**src/rtl/datapath_pkg.sv**
```systemverilog
// Shared datapath definitions: word width and word type for operand steering blocks.
package datapath_pkg;

   localparam int unsigned WORD_W = 32;

   typedef logic [WORD_W-1:0] word_t;

endpackage : datapath_pkg

```
**src/rtl/dff_ar.sv**
```systemverilog
// Generic D flop bank with asynchronous active-high reset to a parameterised value.
//  clk  in   1  rising-edge clock
//  rst  in   1  asynchronous, active-high reset; loads RST_VAL while high
//  d    in   W  data in
//  q    out  W  registered data
module dff_ar #(
   parameter int unsigned   W       = 1,
   parameter logic [W-1:0]  RST_VAL = '0
) (
   input  logic         clk,
   input  logic         rst,
   input  logic [W-1:0] d,
   output logic [W-1:0] q
);

   // State register: reset is level-sensitive and overrides the clock.
   always_ff @(posedge clk or posedge rst) begin
      if (rst) begin
         q <= RST_VAL;
      end else begin
         q <= d;
      end
   end

endmodule : dff_ar

```
**src/rtl/mux2.sv**
```systemverilog
// Two-way word selector with a combinational result and a registered copy.
//  clk     in   1      rising-edge clock for out_q / ctrl_q
//  rst     in   1      asynchronous, active-high reset of out_q / ctrl_q
//  ctrl    in   1      select: 0 -> a, 1 -> b
//  a       in   WIDTH  data input 0
//  b       in   WIDTH  data input 1
//  out     out  WIDTH  combinational selection (independent of clk/rst)
//  out_q   out  WIDTH  out registered one cycle
//  ctrl_q  out  1      ctrl registered one cycle; tags the source of out_q
module mux2
   import datapath_pkg::*;
#(
   parameter int unsigned      WIDTH     = WORD_W,
   parameter logic [WIDTH-1:0] RESET_VAL = '0
) (
   input  logic             clk,
   input  logic             rst,
   input  logic             ctrl,
   input  logic [WIDTH-1:0] a,
   input  logic [WIDTH-1:0] b,
   output logic [WIDTH-1:0] out,
   output logic [WIDTH-1:0] out_q,
   output logic             ctrl_q
);

   localparam int unsigned REG_W = WIDTH + 1;

   // Conditional operator keeps simulation X-merging on an unknown select.
   assign out = ctrl ? b : a;

   // Source tag and data share one register so they always stay aligned.
   dff_ar #(
      .W       (REG_W),
      .RST_VAL ({1'b0, RESET_VAL})
   ) u_out_reg (
      .clk (clk),
      .rst (rst),
      .d   ({ctrl, out}),
      .q   ({ctrl_q, out_q})
   );

endmodule : mux2

```
**config.mk**
```make
export PLATFORM = sky130hd
export DESIGN_NAME = mux2
export DESIGN_NICKNAME = d
export VERILOG_FILES = /design/src/rtl/datapath_pkg.sv /design/src/rtl/dff_ar.sv /design/src/rtl/mux2.sv
export SDC_FILE = /design/constraint.sdc
export NUM_CORES = 1
export LEC_CHECK = 0
export CORE_UTILIZATION = 27
export CTS_CLUSTER_DIAMETER = 30
export DETAILED_ROUTE_END_ITERATION = 8
export HOLD_SLACK_MARGIN = 0.05
export PLACE_DENSITY = 0.77
export SYNTH_ARGS = -nofsm -noshare
export SYNTH_HDL_FRONTEND = slang
export SYNTH_HIERARCHICAL = 1
export SYNTH_SLANG_ARGS = --single-unit
```
**constraint.sdc**
```tcl
create_clock -name clk -period 0.9 [get_ports clk]
set_input_delay 0.135 -clock clk [delete_from_list [all_inputs] [get_ports clk]]
set_output_delay 0.135 -clock clk [all_outputs]
set_load 0.1 [all_outputs]
```
Word-level counts from Yosys, hierarchy flattened
Cells that the tools add are included.
{"block": "totals", "regBits": 33, "in_bits": 67, "output_inout_bits": 65, "wordCells": 2}
{"block": "classes", "mux": 1}
{"operator": "32-bit two-way mux", "count": 1}

Longest topological paths before layout
Gate-level depths: netlist (run 1).
{"block": "logic_depth", "depth_word": 1, "depth_mapped": 3, "depth_no_buf": 1}

Cells and area by module
The synthesis (run 1) kept the hierarchy.
{"module": "dff_ar", "instances": 1, "cells_each": 34, "area_per_inst_um2": 829.5, "seq_area_each_um2": 825.8}
{"module": "mux2", "instances": 1, "cells_each": 36, "area_per_inst_um2": 544.3, "seq_area_each_um2": 0.0}

Least setup slack after synthesis (run 1)
Ideal clock, no wire load.
{"block": "synth_path", "path_type": "in2reg", "startpoint": "in ctrl", "endpoint": "reg u_out_reg.q[29]", "setup_time_ps": 218, "arrival_time_ps": 807, "required_time_ps": 682, "path_slack_ps": -126, "path_stages": 2, "path_buffers": 1, "path_cell_list": "buf_6 -> mux2_2"}
{"block": "synth_between", "elab_chain_cells": 1}
{"item": "start, declared", "line_no": "mux2.sv:18", "rtl": "input logic ctrl,"}
{"item": "32-bit two-way mux", "line_no": "mux2.sv:29", "rtl": "assign out = ctrl ? b : a;"}
{"item": "net out[29]", "line_no": "mux2.sv:21", "rtl": "output logic [WIDTH-1:0] out,"}
{"item": "end signal, assigned", "line_no": "dff_ar.sv:19", "rtl": "q <= RST_VAL;"}
{"item": "end signal, assigned", "line_no": "dff_ar.sv:21", "rtl": "q <= d;"}
{"item": "end, declared", "line_no": "dff_ar.sv:13", "rtl": "output logic [W-1:0] q"}
The timed path passes the listed nets, and every way through them passes these cells.

Worst setup path in the final report (run 1)
{"block": "layout_path", "startpoint": "in ctrl", "endpoint": "out out[29]"}
{"block": "layout_between", "elab_chain_cells": 1}
{"item": "32-bit two-way mux", "line_no": "mux2.sv:29"}
{"item": "end, declared", "line_no": "mux2.sv:21"}
Every way passes these cells.

==> results.md, run 1 <==
* Site Rows at 25
* Count leader, synth: dfrtp_1
* DIE AREA at 5380 sq um
* Top-level I/O count at 132
* Layout cells sized above 1 at 0.692
* Kind of critical path: primary input to primary output
* DRT Wirelength at 4140 um
* Worst Setup Start Kind: primary input
* # nets final at 287
* Max FO, Critical Path at 7
* YS warnings at 6
* Post-synth cell types at 6
* Max Cap Viol at 0
* Fmax at 960 MHz
* Pwr/cell area at 1710 nW/um^2
* Pins Over Slew Limit at 0
* Initial antenna violation count at 0
* Largest regs: u_out_reg/q: 33 flops
* Top sig layer: met4
* CP endpoint kind: primary output
* Area Overhead vs Synth at 166%
* Critical path data required time at 760 ps
* Drt via density at 4.13
* Post-synth EDFFs at 0
* Top_reg_cell synth: dfrtp_1
* Relative slew margins at 0.878
* DP Worst Slack at -274 ps
* Core Area at 4820 sq um
* Die Span X at 73.3 um
* Final setup margin at -141 ps
* H-tree depth at 2
* Syn_area_per_cell at 19.6 sq um
* Vias at 1,188
* Final setup fails at 65
* Max reg flops at 33
* Top post-synthesis cells by area: dfrtp_1 60%, mux2_4 33%, buf_12 4.4%
* Inserted Diodes at 0
* Status: finished, violations left
* Setup_tns at -7290 ps
* Top post-synthesis cells by count: 33 x dfrtp_1, 30 x mux2_4, 3 x buf_12
* Hold Vio Cnt, Final at 0
* DR WL met3 at 420 um
* CTS root buffer: clkbuf_8
* Tcrit/Tclk final at 1.16
* Post-layout util at 0.757
* Initial cell density of the core at 0.285
* Fill count at 324
* Min Hold Slack at 147 ps
* RSZ-0062 raised after global routing: yes
* Type of the tightest min-delay check: primary input to register
* FF+latch area at 865 sq um
* Grt ovf at 0
* Leakage at 1.75 nW
* First-pass GRT wire length at 6200 um
* Antenna-violating nets left at 0
* Largest reg by FF count: u_out_reg/q
* Synth Instances at 70
* DR iter-0 viols at 29
* #FFs+latches synth at 33
* WL/cell at 14.4 um
* Vias in the first global route at 1,266
* Worst VDD drop at 0.890 mV
* Share of the synthesized area in the top cell type at 0.601
* Shortest period the worst path allows at 1040 ps
* Met2 wire len at 2360 um
* Slew @ Worst Pin at 183 ps
* Max Buffers Root-to-Sink at 2
* Detail Placement HPWL at 3460 um
* Area of the multi-input gates at 480 sq um
* CTS Buf Count at 5
* CP arrival at 910 ps
* Drt drc at 0
* Clock Sink Count at 33
* Post-Syn Area at 1370 sq um
* Largest net degree at the start of global routing at 19
* Syn nets at 137
* Biggest area consumer among synthesized cells: dfrtp_1
* Share of async-settable or async-resettable flops after synthesis at 1.00
* M1 wire length at 1300 um
* Tot Pwr at 6.25 mW
* Total track usage at 0.161
* TritonRoute pass-1 iters at 2
* CTS tree: built
* Violated checks: negative setup slack
* Clock transition at the registers of the reported paths at 70 ps
* Post-synthesis sequential area ratio at 0.601
* GPL Wtd Cong at 0.653
* Port bufs at 131
* Die Ht at 73.3 um
## cells in the final DEF, fill, tap and decap left out
cell type,Yosys,final
clkbuf_8,0,7
clkdlybuf4s50_1,0,1
inv_1,1,1
mux2_4,30,32
buf_4,0,9
clkinv_2,0,1
buf_12,3,71
dfrtp_2,0,31
dfrtp_1,33,2
buf_16,0,2
dlygate4sd2_1,0,64
## through the flow
stage	instances	instance area (sq um)
3_3_place_gp	271	3500
4_1_cts	286	3630
5_1_grt	288	3650
2_1_floorplan	70	1430
6_report	288	3650
3_5_place_dp	271	3500
## power by group
part           internal (mW)  leakage (nW)  switching, mW  total [mW]
Sequential              1.62         0.354         0.0940        1.71
Clock                  0.691        0.0542          0.524        1.22
Combinational           1.29          1.34           2.04        3.33
Total                   3.60          1.75           2.66        6.25
## repair_timing
item | CTS | global route
hold buffers | 0 | 0
resized for setup | 70 | 0
setup buffers | 5 | 2
setup endpoints to repair | 65 | 65
gates cloned | 2 | 0
## worst max-delay path, stage by stage
cell    delay (ps)
buf_12         130
buf_12         140
mux2_4         330
buf_12         170
## final timing paths
path                       start                        end  depth (start not counted)
setup / recovery            ctrl                    out[29]                          4
hold / removal              ctrl  u_out_reg/q[32]$_DFF_PP0_                          2
max in group asynchronous    rst  u_out_reg/q[25]$_DFF_PP0_                          3
min in group asynchronous    rst  u_out_reg/q[12]$_DFF_PP0_                          3
## per-layer routing
metal,track usage,vias to the layer above
li1,-,538
met1,0.157,563
met2,0.298,80
met3,0.0658,7
met4,0.0705,0
met5,0,-
## area by class of cell
| class | count | share of cell area |
|---|---|---|
| repair buffers | 147 | 0.580 |
| flip-flops and latches | 33 | 0.237 |
| multi-input cells | 32 | 0.132 |
| clock buffers | 7 | 0.0264 |
| well taps | 67 | 0.0230 |
| clock inverters | 1 | 0.00137 |
| inverters | 1 | 0.00103 |
## logic make-up after synthesis
family,Yosys count,synth area share
buf+inv,5,0.0546
flops,33,0.601
mux,32,0.344
Power figures use the tool's default switching activity.
==> inputs of run 2 (changes only) <==
Settings changed: CAP_MARGIN set to 20.
==> results of run 2 <==
Same layout as run 1: the final DEF is identical, and so are final timing and power.
